**src/rtl/serial_add_ctrl_if.sv**
```systemverilog
// serial_add_ctrl_if: operand and result valid/ready handshakes for the bit-serial adder
interface serial_add_ctrl_if #(parameter int WIDTH = 8);
    logic in_valid, in_ready, out_valid, out_ready, cout_out, busy;
    logic [WIDTH-1:0] a_in, b_in, sum_out;
    modport master (
        output in_valid, a_in, b_in, out_ready,
        input  in_ready, out_valid, sum_out, cout_out, busy
    );
    modport slave (
        input  in_valid, a_in, b_in, out_ready,
        output in_ready, out_valid, sum_out, cout_out, busy
    );
endinterface

```
**src/rtl/serial_add_ctrl.sv**
```systemverilog
// serial_add_ctrl: LSB-first bit-serial adder sharing one full-adder slice, one bit per clock
module serial_add_ctrl #(
    parameter int WIDTH = 8
) (
    input  logic             clk_i,
    input  logic             rst_ni,
    serial_add_ctrl_if.slave bus
);
    localparam int CW = $clog2(WIDTH + 1);
    typedef enum logic [1:0] {IDLE, RUN, DONE} state_t;
    state_t state_q, state_d;
    logic [WIDTH-1:0] a_q, a_d, b_q, b_d, sum_q, sum_d, res_q, res_d, sum_nx;
    logic [CW-1:0] cnt_q, cnt_d;
    logic carry_q, carry_d, cout_q, cout_d, s, c, last;
    logic [1:0] h0, h1;

    function automatic logic [1:0] halfadd(input logic x, input logic y);
        return {x & y, x ^ y};
    endfunction

    // full-adder slice built from two half adders plus an OR on the carries
    assign h0 = halfadd(a_q[0], b_q[0]);
    assign h1 = halfadd(h0[0], carry_q);
    assign s = h1[0];
    assign c = h0[1] | h1[1];
    assign last = cnt_q == CW'(WIDTH - 1);

    generate
        if (WIDTH == 1) begin : g_w1
            assign sum_nx = s;
        end else begin : g_wn
            assign sum_nx = {s, sum_q[WIDTH-1:1]};
        end
    endgenerate

    always_comb begin
        state_d = state_q;
        a_d = a_q;
        b_d = b_q;
        sum_d = sum_q;
        res_d = res_q;
        carry_d = carry_q;
        cout_d = cout_q;
        cnt_d = cnt_q;
        case (state_q)
            IDLE: if (bus.in_valid) begin
                a_d = bus.a_in;
                b_d = bus.b_in;
                sum_d = '0;
                carry_d = 1'b0;
                cnt_d = '0;
                state_d = RUN;
            end
            RUN: begin
                a_d = a_q >> 1;
                b_d = b_q >> 1;
                sum_d = sum_nx;
                carry_d = c;
                cnt_d = last ? cnt_q : cnt_q + CW'(1);
                // result registers stay separate so they survive the next operand load
                if (last) begin
                    res_d = sum_nx;
                    cout_d = c;
                    state_d = DONE;
                end
            end
            DONE: if (bus.out_ready) state_d = IDLE;
            default: state_d = IDLE;
        endcase
    end

    always_ff @(posedge clk_i) begin
        if (!rst_ni) begin
            state_q <= IDLE;
            a_q <= '0;
            b_q <= '0;
            sum_q <= '0;
            res_q <= '0;
            carry_q <= 1'b0;
            cout_q <= 1'b0;
            cnt_q <= '0;
        end else begin
            state_q <= state_d;
            a_q <= a_d;
            b_q <= b_d;
            sum_q <= sum_d;
            res_q <= res_d;
            carry_q <= carry_d;
            cout_q <= cout_d;
            cnt_q <= cnt_d;
        end
    end

    assign bus.in_ready = state_q == IDLE;
    assign bus.out_valid = state_q == DONE;
    assign bus.busy = state_q != IDLE;
    assign bus.sum_out = res_q;
    assign bus.cout_out = cout_q;
endmodule

```
**src/flat_wrapper.sv**
```systemverilog
// flat-port wrapper written by rule: the top's interface ports become plain ports
module serial_add_ctrl_flat 
#(
    parameter int WIDTH = 8
)
  (clk_i, rst_ni, bus_in_valid, bus_a_in, bus_b_in, bus_out_ready, bus_in_ready, bus_out_valid, bus_sum_out, bus_cout_out, bus_busy);
  serial_add_ctrl_if #(.WIDTH(WIDTH)) bus_i ();
  input  logic clk_i;
  input  logic rst_ni;
  input wire logic [$bits(bus_i.in_valid)-1:0] bus_in_valid;
  input wire logic [$bits(bus_i.a_in)-1:0] bus_a_in;
  input wire logic [$bits(bus_i.b_in)-1:0] bus_b_in;
  input wire logic [$bits(bus_i.out_ready)-1:0] bus_out_ready;
  output wire logic [$bits(bus_i.in_ready)-1:0] bus_in_ready;
  output wire logic [$bits(bus_i.out_valid)-1:0] bus_out_valid;
  output wire logic [$bits(bus_i.sum_out)-1:0] bus_sum_out;
  output wire logic [$bits(bus_i.cout_out)-1:0] bus_cout_out;
  output wire logic [$bits(bus_i.busy)-1:0] bus_busy;
  assign bus_i.in_valid = bus_in_valid;
  assign bus_i.a_in = bus_a_in;
  assign bus_i.b_in = bus_b_in;
  assign bus_i.out_ready = bus_out_ready;
  assign bus_in_ready = bus_i.in_ready;
  assign bus_out_valid = bus_i.out_valid;
  assign bus_sum_out = bus_i.sum_out;
  assign bus_cout_out = bus_i.cout_out;
  assign bus_busy = bus_i.busy;
  serial_add_ctrl #(.WIDTH(WIDTH)) u_core (.clk_i(clk_i), .rst_ni(rst_ni), .bus(bus_i));
endmodule
```
**config.mk**
```make
export PLATFORM = sky130hd
export DESIGN_NAME = serial_add_ctrl_flat
export DESIGN_NICKNAME = d
export VERILOG_FILES = /design/src/rtl/serial_add_ctrl_if.sv /design/src/rtl/serial_add_ctrl.sv /design/src/flat_wrapper.sv
export SDC_FILE = /design/constraint.sdc
export NUM_CORES = 1
export LEC_CHECK = 0
export CORE_MARGIN = 3
export CORE_UTILIZATION = 55
export CTS_BUF_LIST = sky130_fd_sc_hd__clkbuf_8
export DETAILED_ROUTE_END_ITERATION = 10
export PLACE_DENSITY = 0.88
export SYNTH_ARGS = -nofsm -noshare
export SYNTH_HDL_FRONTEND = slang
export SYNTH_SLANG_ARGS = --single-unit
```
**constraint.sdc**
```tcl
create_clock -name clk_i -period 3.6 [get_ports clk_i]
set_clock_uncertainty 0.15 [all_clocks]
set_input_delay 0.54 -clock clk_i [delete_from_list [all_inputs] [get_ports clk_i]]
set_output_delay 0.54 -clock clk_i [all_outputs]
set_load 0.005 [all_outputs]
```
# Word level (Yosys, flattened, before mapping)
# Index checks and enable logic that the tools add are counted.
[totals]
inputBits = 20
reg_bits = 40
output_inout_bits = 12
[op_classes]
n_mux = 15
n_eq_ne = 7
bitwise_logic = 5
reduce_logical = 7
add_sub_neg = 1
[op_table]
columns = ["cell", "n"]
rows = [
  ["8-bit case mux with 2 select lines", 3],
  ["8-bit 2-to-1 mux", 3],
  ["4-bit 2-to-1 mux", 2],
  ["4-bit case mux with 2 select lines", 1],
  ["2-bit 2-to-1 mux", 3],
  ["2-bit inequality test (second input constant)", 3],
  ["2-bit case mux with 3 select lines", 1],
  ["3-bit AND reduction", 2],
  ["4-bit by 1-bit adder with 4-bit output (second input constant)", 1],
  ["4-bit by 3-bit == test with 1-bit output (second input constant)", 1],
  ["2-bit AND reduction", 2],
  ["2-bit nonzero test", 2],
  ["1-bit bitwise AND", 2],
  ["2-bit by 1-bit == test with 1-bit output (second input constant)", 1],
  ["2-bit == test (second input constant)", 1],
  ["2-bit logical NOT", 1],
  ["2-bit by 1-bit inequality test with 1-bit output (second input constant)", 1],
  ["1-bit case mux with 2 select lines", 1],
  ["1-bit bitwise XOR", 2],
  ["1-bit 2-to-1 mux", 1],
  ["1-bit OR", 1],
]

# Depth between registers and ports, before layout
# Gate-level depths: netlist of run 1.
[logic_depth]
depth_word = 4
depth_mapped = 6
depth_no_buf = 4

# Worst setup path before layout of run 1
# No wires, ideal clock.
[synth_path]
path_type = "input to register"
start = "input port rst_ni"
end = "register u_core.cnt_q[0]"
t_required_ns = 3.375
path_stages = 4
setup_slack_ns = 2.179
setup_ns = 0.075
arrival_time_ns = 1.196
cell_sequence = "clkbuf_1 -> clkbuf_1 -> nand2_1 -> o22ai_1"
[synth_lines]
columns = ["item", "line", "source"]
rows = [
  ["start, declared", "flat_wrapper.sv:9", "input logic rst_ni;"],
  ["end signal, assigned", "serial_add_ctrl.sv:90", "cnt_q <= cnt_d;"],
  ["end, declared", "serial_add_ctrl.sv:13", "logic [CW-1:0] cnt_q, cnt_d;"],
]

# Worst setup path in the final report of run 1
[layout_path]
start = "register u_core.state_q[1]"
end = "output port bus_out_valid"
[layout_via]
elab_chain_len = 1
[layout_rtl]
columns = ["item", "line", "source"]
rows = [
  ["start, declared", "serial_add_ctrl.sv:11", "state_t state_q, state_d;"],
  ["start signal, assigned", "serial_add_ctrl.sv:83", "state_q <= state_d;"],
  ["2-bit == test", "serial_add_ctrl.sv:95", "assign bus.out_valid = state_q == DONE;"],
  ["end, declared", "flat_wrapper.sv:15", "output wire logic [$bits(bus_i.out_valid)-1:0] bus_out_valid;"],
]
# Every way passes these cells.

==> flow_metrics.env, run 1 <==
export IMPL_critPathBufInv=1
export IMPL_ys_types=34
export IMPL_grt_pass1_wl_um=6290
export IMPL_critical_path_max_stage_delay_ns=0.54
export IMPL_synthDominantCellAreaShare_pct=45.4
export IMPL_port_buffers=31
export IMPL_fillers=210
export IMPL_start_util_pct=59.8
export IMPL_power_leakage_uw=0.000735
export IMPL_worstSkewPairLatency_ns=0.30
export IMPL_fmax_ghz=0.441
export IMPL_multiInputGateArea_sq_um=825
export IMPL_drcViolationCount=0
export IMPL_wl_met1_um=1530
export IMPL_grt_overflow_total=0
export IMPL_tightest_slew_ns=1.03
export IMPL_syn_inst=192
export IMPL_cts_setup_buffers=0
export IMPL_criticalPathCategory="reg2out"
export IMPL_die_w_um=61.9
export IMPL_place_gp_congestion=0.814
export IMPL_cts_path_max_buffers=2
export IMPL_synth_area_sq_um=1720
export IMPL_dieArea_sq_um=3830
export IMPL_syn_avg_cell_area_sq_um=8.95
export IMPL_ys_warn_count=0
export IMPL_seqCellArea_sq_um=781
export IMPL_comb_power_share_pct=11.6
export IMPL_rows=19
export IMPL_drt_wl_total_um=3610
export IMPL_drtIter0Drc=106
export IMPL_netSwitchingPower_uw=213
export IMPL_layout_drive_gt1_share_pct=7.34
export IMPL_cp_max_fo=9
export IMPL_cp_top_family="buffers and inverters"
export IMPL_setup_viol=0
export IMPL_peakVddDrop_mv=0.322
export IMPL_io_pins=32
export IMPL_hpwl_um=2500
export IMPL_path_clk_slew_ns=0.07
export IMPL_holdBufCountCts=0
export IMPL_grt_usage_pct=22.3
export IMPL_p_int_uw=629
export IMPL_rsz0062_at_grt="false"
export IMPL_synthTopCellsByArea="dfxtp_1 45%, a21oi_1 8.7%, nand2_1 7.9%, mux2i_1 5.2%, nor2b_1 4.7%"
export IMPL_max_cap_viol_count=0
export IMPL_fin_tns_setup_ns=0
export IMPL_slew_headroom_pct=31.1
export IMPL_pwr_share_clk_pct=33.6
export IMPL_path_cells="nor2b_1 > clkdlybuf4s50_1"
export IMPL_power_density_nw_per_um2=405
export IMPL_post_drt_wl_per_cell_um=13.9
export IMPL_p_sw_share_pct=25.3
export IMPL_cts_sinks=39
export IMPL_fin_crit_sh_pct=63.0
export IMPL_cts_resized=0
export IMPL_slew_viol_final=0
export IMPL_viasPerCell=5.64
export IMPL_crit_slowest_cell="clkdlybuf4s50_1"
export IMPL_cts_max_level=2
export IMPL_cts_tree="done"
export IMPL_pre_cts_slack_ns=1.12
export IMPL_worstHoldPathType="reg2reg"
export IMPL_cp_end_kind="output pin"
export IMPL_met3_length_um=188
export IMPL_antenna_found_initial=0
export IMPL_core_area_sq_um=2880
export IMPL_cts_root_buf="clkbuf_8"
export IMPL_ys_ff_latch=39
export IMPL_antenna_left=0
export IMPL_finalWorstSetupSlack_ns=1.33
export IMPL_cp_arrival_ns=1.58
export IMPL_firstDrtPassIters=4
export IMPL_ys_seq_area_share_pct=45.4
export IMPL_antenna_cells=0
export IMPL_power_frac_seq_pct=54.9
export IMPL_nNetsFinal=239
export IMPL_met2_length_um=1830
export IMPL_syn_num_nets=214
export IMPL_grt_pass1_vias=1424
export IMPL_die_y_um=61.9
export IMPL_final_hold_viol_count=0
export IMPL_highest_layer="met4"
export IMPL_cp_start_kind="flop"
export IMPL_status="finished, final reports clean"
export IMPL_finalCriticalPeriod_ns=2.27
export IMPL_crit_required_ns=2.91
export IMPL_numCtsBuffers=5
export IMPL_grt_max_degree=34
export IMPL_vias=1466
export IMPL_area_delta_synth_final_pct=21.0
export IMPL_yosysTopAreaCell="dfxtp_1"
through the flow:
step	std cells	area, sq um	hold WS [ns]	total power, uW	util (%)
after detailed placement	252	1990	0.304	568	69.3
after global placement	252	1990	0.292	563	69.3
after floorplan	192	1720	0.288	536	-
final	260	2080	0.309	842	72.3
after CTS	260	2080	0.315	850	72.3
after global routing	260	2080	0.329	886	72.3
registers in the layout, summed over array words and instances, names as in the netlist:
signal,flops
u_core.b_q,8
u_core.bus.cout_out,1
u_core.a_q,8
u_core.carry_q,1
u_core.bus.sum_out,8
u_core.cnt_q,4
u_core.state_q,2
u_core.sum_q,7
logic make-up (layout without fill, tap and decap cells):
kind of cell	after synthesis	after routing	share of synthesized area, %
AOI/OAI and AO/OA	64	64	23.5
adders and majority gates	2	2	1.89
buffers and inverters	18	44	6.62
DFF	39	39	45.4
muxes	9	9	5.24
and+or+nand+nor	60	60	17.3
final cells by class:
cell class                 count  area share (%)
clock inverter                 3           0.782
sequential                    39            37.5
inverter                       3           0.542
tap                           42            2.53
clock buffer                   5            3.31
timing repair buffer          33            15.6
multi-input combinational    135            39.7
path summary, 6_finish.rpt:
kind,startpoint,end,slack [ns],cells after the start
min,u_core.bus.sum_out[7]$_SDFFE_PN0P_,u_core.bus.sum_out[7]$_SDFFE_PN0P_,0.31,2
max reg2reg,u_core.state_q[0]$_SDFFE_PN0P_,u_core.cnt_q[2]$_SDFFE_PN0P_,1.39,4
min reg2reg,u_core.bus.sum_out[7]$_SDFFE_PN0P_,u_core.bus.sum_out[7]$_SDFFE_PN0P_,0.31,2
max,u_core.state_q[1]$_SDFFE_PN0P_,bus_out_valid,1.33,2
power by group through the flow:
stage | logic (uW) | clock network [uW] | registers (uW)
floorplan | 70.0 | 0 | 466
global placement | 93.3 | 0 | 470
detailed placement | 97.0 | 0 | 471
CTS | 97.5 | 292 | 461
global route | 110 | 312 | 464
finish | 97.4 | 282 | 462
cells in the mapped netlist:
cell type,number
clkbuf_1,5
fa_1,1
buf_6,3
nand2_1,36
o21ai_4,1
nor3b_2,1
dfxtp_1,39
inv_1,3
ha_1,1
a32o_1,2
nor3_2,1
nand2b_1,1
o21bai_4,1
o22ai_1,2
nand3b_1,1
a22oi_1,8
mux2i_1,9
buf_2,3
o21ai_0,14
o211ai_2,1
and2_1,1
nand2b_4,1
buf_8,1
o21a_1,1
nand3_1,3
nand4_1,1
clkbuf_2,1
buf_4,2
nor2b_1,13
a22o_1,2
a21oi_1,30
o21ba_2,1
a41oi_1,1
nor2_1,1
cells in the final DEF (no fill, tap or decap), types with 2 or more instances in the layout:
master	count
dfxtp_1	39
nand2_1	36
clkdlybuf4s50_1	31
a21oi_1	30
o21ai_0	14
nor2b_1	13
mux2i_1	9
a22oi_1	8
clkbuf_8	5
inv_1	4
nand3_1	3
o22ai_1	2
a22o_1	2
a32o_1	2
buf_4	2
worst min-delay path, stage by stage (launching register included):
cell and delay (ns):
dfxtp_1 0.31, nand2_1 0.05, mux2i_1 0.05
per-layer routing:
| layer | global-route usage [%] | up-vias |
|---|---|---|
| met5 | 0 | - |
| met2 | 36.8 | 41 |
| met1 | 26.4 | 707 |
| li1 | - | 712 |
| met4 | 9.39 | 0 |
| met3 | 7.85 | 6 |
No activity file was read; power rests on OpenSTA's default activity.
==> run 2, diff against run 1 <==
--- a/config.mk
+++ b/config.mk
@@ -6,10 +6,10 @@
 export NUM_CORES = 1
 export LEC_CHECK = 0
 export CORE_MARGIN = 3
-export CORE_UTILIZATION = 55
+export CORE_UTILIZATION = 53
 export CTS_BUF_LIST = sky130_fd_sc_hd__clkbuf_8
 export DETAILED_ROUTE_END_ITERATION = 10
-export PLACE_DENSITY = 0.88
+export PLACE_DENSITY = 0.86
 export SYNTH_ARGS = -nofsm -noshare
 export SYNTH_HDL_FRONTEND = slang
 export SYNTH_SLANG_ARGS = --single-unit
==> constraint.sdc (replaced) <==
create_clock -name clk_i -period 2.3 [get_ports clk_i]
set_clock_uncertainty 0.15 [all_clocks]
set_input_delay 0.345 -clock clk_i [delete_from_list [all_inputs] [get_ports clk_i]]
set_output_delay 0.345 -clock clk_i [all_outputs]
set_load 0.005 [all_outputs]
==> run 2 against run 1 <==
  * Design area rose by 4.1%
  * Largest power group unchanged
  * Cell count rose by 1.9%
  * Global-route usage fell by 3.7 points
  * Critical endpoint unchanged
  * Hold slack got worse by 0.0021 ns
==> flow_metrics.env, run 2 (synthesis gave the netlist of run 1 again) <==
export IMPL_die_y_um=63.0
export IMPL_final_hold_viol_count=0
export IMPL_multiInputGateArea_sq_um=825
export IMPL_cp_max_fo=9
export IMPL_cp_arrival_ns=1.50
export IMPL_met2_length_um=1700
export IMPL_grt_overflow_total=0
export IMPL_regToRegSetupSlack_ns=0.57
export IMPL_post_drt_wl_per_cell_um=12.7
export IMPL_area_delta_synth_final_pct=25.9
export IMPL_cts_max_level=2
export IMPL_min_from="u_core.bus.sum_out[6]$_SDFFE_PN0P_"
export IMPL_vias=1421
export IMPL_antenna_left=0
export IMPL_power_leakage_uw=0.000779
export IMPL_die_w_um=63.0
export IMPL_core_area_sq_um=3080
export IMPL_highest_layer="met4"
export IMPL_drcViolationCount=0
export IMPL_criticalPathCategory="reg2out"
export IMPL_seqCellArea_sq_um=781
export IMPL_setup_viol=0
export IMPL_io_pins=32
export IMPL_drt_wl_total_um=3380
export IMPL_final_core_util_pct=70.3
export IMPL_wl_met1_um=1440
export IMPL_layout_drive_gt1_share_pct=8.60
export IMPL_nNetsFinal=242
export IMPL_slew_headroom_pct=73.0
export IMPL_rsz0062_at_grt="false"
export IMPL_r2r_start="u_core.state_q[0]$_SDFFE_PN0P_"
export IMPL_max_cap_viol_count=0
export IMPL_dieArea_sq_um=3960
export IMPL_grt_max_degree=54
export IMPL_cts_path_max_buffers=2
export IMPL_finalCriticalPeriod_ns=1.99
export IMPL_layout_commonest_cell="dfxtp_1"
export IMPL_cts_tree="done"
export IMPL_fillers=242
export IMPL_drtIter0Drc=68
export IMPL_crit_required_ns=1.80
export IMPL_holdBufCountCts=0
export IMPL_worstHoldPathType="reg2reg"
export IMPL_start_util_pct=55.9
export IMPL_met3_length_um=167
export IMPL_status="finished, final reports clean"
export IMPL_port_buffers=31
export IMPL_antenna_cells=0
export IMPL_place_gp_congestion=0.731
export IMPL_cts_sinks=39
export IMPL_total_power_uw=1540
export IMPL_holdPathEnd="u_core.bus.sum_out[6]$_SDFFE_PN0P_"
export IMPL_cts_root_buf="clkbuf_8"
export IMPL_whs_path_depth=2
export IMPL_cts_resized=0
export IMPL_cp_end_kind="output pin"
export IMPL_slew_viol_final=0
export IMPL_rows=20
export IMPL_hpwl_um=2260
export IMPL_peakVddDrop_mv=0.681
export IMPL_grt_usage_pct=18.6
export IMPL_tightest_slew_ns=0.399
export IMPL_grt_pass1_wl_um=5850
export IMPL_fin_tns_setup_ns=0
export IMPL_cts_setup_buffers=0
export IMPL_fin_crit_sh_pct=86.6
export IMPL_path_clk_slew_ns=0.07
export IMPL_grt_pass1_vias=1337
export IMPL_final_cell_mix="39 x dfxtp_1, 36 x nand2_1, 31 x clkdlybuf4s50_1"
export IMPL_antenna_found_initial=0
export IMPL_worstReg2RegEnd="u_core.bus.cout_out$_SDFFE_PN0P_"
export IMPL_firstDrtPassIters=5
export IMPL_viasPerCell=5.36
export IMPL_worstSkewPairLatency_ns=0.29
export IMPL_numCtsBuffers=5
export IMPL_fmax_ghz=0.502
export IMPL_rr_worst_depth=4
export IMPL_cp_start_kind="flop"
export IMPL_power_density_nw_per_um2=709
==> run 2: cell count changes in the layout (fill, tap and decap cells not counted) <==
cell	before	now
buf_12	0	1
buf_4	2	4
bufinv_16	0	2
clkinv_2	1	0
clkinvlp_4	1	0
==> run 2: where the power goes <==
group | total [uW] | internal [uW] | switching, uW
clock | 654 | 429 | 225
sequential | 723 | 703 | 19.8
combinational | 159 | 79.2 | 79.8
==> run 2: routing by layer <==
layer  vias to the layer above  track usage (%)
li1                        722                -
met1                       651             22.0
met2                        40             29.9
met3                         8             4.68
met4                         0             11.6
met5                         -                0
==> run 2: through the flow <==
step / setup slack [ns] / hold WS [ns] / cells / cell area (sq um)
final: 0.308 / 0.307 / 265 / 2160
after global routing: 0.194 / 0.322 / 265 / 2160
after CTS: 0.302 / 0.309 / 265 / 2160
after detailed placement: 0.516 / 0.299 / 257 / 2030
after global placement: 0.562 / 0.293 / 257 / 2030
after floorplan: 0.961 / 0.288 / 192 / 1720
==> run 2: final cells by class <==
class	instances	area share (%)
Clock buffer	5	3.18
Clock inverter	3	2.95
Inverter	3	0.520
Multi-Input combinational cell	135	38.1
Sequential cell	39	36.1
Tap cell	44	2.54
Timing Repair Buffer	36	16.6
==> run 2: how the worst max path moves through the flow <==
stage | startpoint | endpoint | slack (ns)
after global routing | u_core.state_q[0]$_SDFFE_PN0P_ | bus_busy | 0.19
after global placement | bus_in_valid | u_core.b_q[0]$_SDFFE_PN0P_ | 0.56
after detailed placement | bus_in_valid | u_core.cnt_q[1]$_SDFFE_PN0P_ | 0.52
after CTS | u_core.state_q[0]$_SDFFE_PN0P_ | bus_busy | 0.30
after floorplan | u_core.cnt_q[0]$_SDFFE_PN0P_ | u_core.bus.cout_out$_SDFFE_PN0P_ | 0.96
final | u_core.state_q[1]$_SDFFE_PN0P_ | bus_out_valid | 0.31
==> run 2: worst max-delay path, stage by stage, from the launching register on <==
cell and delay [ns]:
dfxtp_1 0.48, nor2b_1 0.20, clkdlybuf4s50_1 0.53
==> run 3, diff against run 2 <==
==> constraint.sdc (replaced) <==
create_clock -name clk_i -period 2.25 [get_ports clk_i]
set_clock_uncertainty 0.15 [all_clocks]
set_input_delay 0.3375 -clock clk_i [delete_from_list [all_inputs] [get_ports clk_i]]
set_output_delay 0.3375 -clock clk_i [all_outputs]
set_load 0.005 [all_outputs]
==> run 3 against run 2 <==
  * Non-clock buffer count is the same
  * Sequential power grew 2%
  * Combinational power is essentially flat
  * First-iteration DRC count shrank 21%
  * Sequential share of layout area grew 0.46 points
  * Cell count is the same
  * Utilization shrank 0.89 points
  * Hold slack lost 0.00067 ns
  * Via count shrank 0.99%
  * Critical path depth is the same
  * Critical path type unchanged
  * Critical endpoint unchanged
  * Largest cell class unchanged
==> flow_metrics.env, run 3 (synthesis gave the netlist of run 1 again) <==
export IMPL_status="finished, final reports clean"
export IMPL_grt_pass1_vias=1262
export IMPL_holdBufCountCts=0
export IMPL_antenna_found_initial=0
export IMPL_criticalPathCategory="reg2out"
export IMPL_power_leakage_uw=0.000766
export IMPL_rsz0062_at_grt="false"
export IMPL_drtIter0Drc=54
export IMPL_cp_max_fo=9
export IMPL_firstDrtPassIters=4
export IMPL_final_core_util_pct=69.4
export IMPL_port_buffers=31
export IMPL_cts_path_max_buffers=2
export IMPL_viasPerCell=5.31
export IMPL_cts_tree="done"
export IMPL_setup_viol=0
export IMPL_dieArea_sq_um=3960
export IMPL_cp_start_kind="flop"
export IMPL_worstSkewPairLatency_ns=0.28
export IMPL_finalCriticalPeriod_ns=1.98
export IMPL_slew_headroom_pct=75.2
export IMPL_crit_required_ns=1.76
export IMPL_worstHoldPathType="reg2reg"
export IMPL_place_gp_congestion=0.741
export IMPL_holdWs_ns=0.307
export IMPL_cp_arrival_ns=1.50
export IMPL_grt_max_degree=41
export IMPL_fmax_ghz=0.504
export IMPL_cts_root_buf="clkbuf_8"
export IMPL_numCtsBuffers=5
export IMPL_fin_crit_sh_pct=88.2
export IMPL_power_density_nw_per_um2=695
export IMPL_grt_pass1_wl_um=5530
export IMPL_tightest_slew_ns=0.372
export IMPL_peakVddDrop_mv=0.514
export IMPL_max_cap_viol_count=0
export IMPL_vias=1407
export IMPL_antenna_cells=0
export IMPL_slew_viol_final=0
export IMPL_antenna_left=0
export IMPL_cts_setup_buffers=0
export IMPL_fin_tns_setup_ns=0
export IMPL_drt_wl_total_um=3240
export IMPL_core_area_sq_um=3080
export IMPL_fillers=259
export IMPL_hpwl_um=2170
export IMPL_area_delta_synth_final_pct=24.3
export IMPL_die_w_um=63.0
export IMPL_layout_drive_gt1_share_pct=9.05
export IMPL_rows=20
export IMPL_layout_commonest_cell="dfxtp_1"
export IMPL_cts_max_level=2
export IMPL_io_pins=32
export IMPL_cts_sinks=39
export IMPL_nNetsFinal=242
export IMPL_cts_resized=0
export IMPL_grt_overflow_total=0
export IMPL_drcViolationCount=0
export IMPL_grt_usage_pct=17.3
export IMPL_path_clk_slew_ns=0.07
export IMPL_cp_end_kind="output pin"
export IMPL_post_drt_wl_per_cell_um=12.2
export IMPL_start_util_pct=55.9
export IMPL_die_y_um=63.0
export IMPL_final_hold_viol_count=0
export IMPL_final_cell_mix="39 x dfxtp_1, 36 x nand2_1, 31 x clkdlybuf4s50_1"
[run 3: changes by cell type in the layout (fill, tap and decap cells not counted)]
| cell | before | now |
|---|---|---|
| clkinv_2 | 0 | 1 |
| clkbuf_8 | 5 | 6 |
| buf_4 | 4 | 5 |
| buf_12 | 1 | 0 |
| bufinv_16 | 2 | 1 |
| inv_1 | 4 | 3 |
[run 3: layer usage]
layer / wire length [um] / global-route usage, % / vias up
li1: - / - / 720
met1: 1560 / 20.9 / 648
met2: 1480 / 28.1 / 33
met3: 138 / 5.58 / 6
met4: 52 / 7.44 / 0
met5: 0 / 0 / -
[run 3: critical path: stages, from the launching register on]
cell             delay (ns)
dfxtp_1                0.48
nor2b_1                0.21
clkdlybuf4s50_1        0.53
[run 3: worst paths after layout]
kind | start | endpoint | slack (ns) | depth (start not counted)
max | u_core.state_q[1]$_SDFFE_PN0P_ | bus_out_valid | 0.27 | 2
min | u_core.bus.sum_out[0]$_SDFFE_PN0P_ | u_core.bus.sum_out[0]$_SDFFE_PN0P_ | 0.31 | 2
max reg2reg | u_core.state_q[0]$_SDFFE_PN0P_ | u_core.bus.cout_out$_SDFFE_PN0P_ | 0.64 | 4
min reg2reg | u_core.bus.sum_out[0]$_SDFFE_PN0P_ | u_core.bus.sum_out[0]$_SDFFE_PN0P_ | 0.31 | 2
[run 3: through the flow]
step	cell area [sq um]	worst slack (ns)	power (uW)	std cells
final	2140	0.265	1480	265
after global routing	2140	0.173	1560	265
after CTS	2140	0.240	1490	265
after detailed placement	2020	0.480	910	257
after global placement	2020	0.518	906	257
after floorplan	1720	0.911	858	192
[run 3: power by group]
| group | internal [uW] | leakage (uW) | switching [uW] |
|---|---|---|---|
| sequential | 719 | 0.000319 | 18.8 |
| clock | 359 | 0.0000612 | 232 |
| combinational | 77.8 | 0.000386 | 79.1 |
[run 3: layout make-up]
type | count | area, sq um | share of cell area [%]
clock buffer | 6 | 82.6 | 3.86
clock inverter | 2 | 35.0 | 1.64
tap | 44 | 55.1 | 2.58
multi-input combinational | 135 | 825 | 38.6
inverter | 3 | 11.3 | 0.527
sequential | 39 | 781 | 36.5
timing repair buffer | 36 | 348 | 16.3
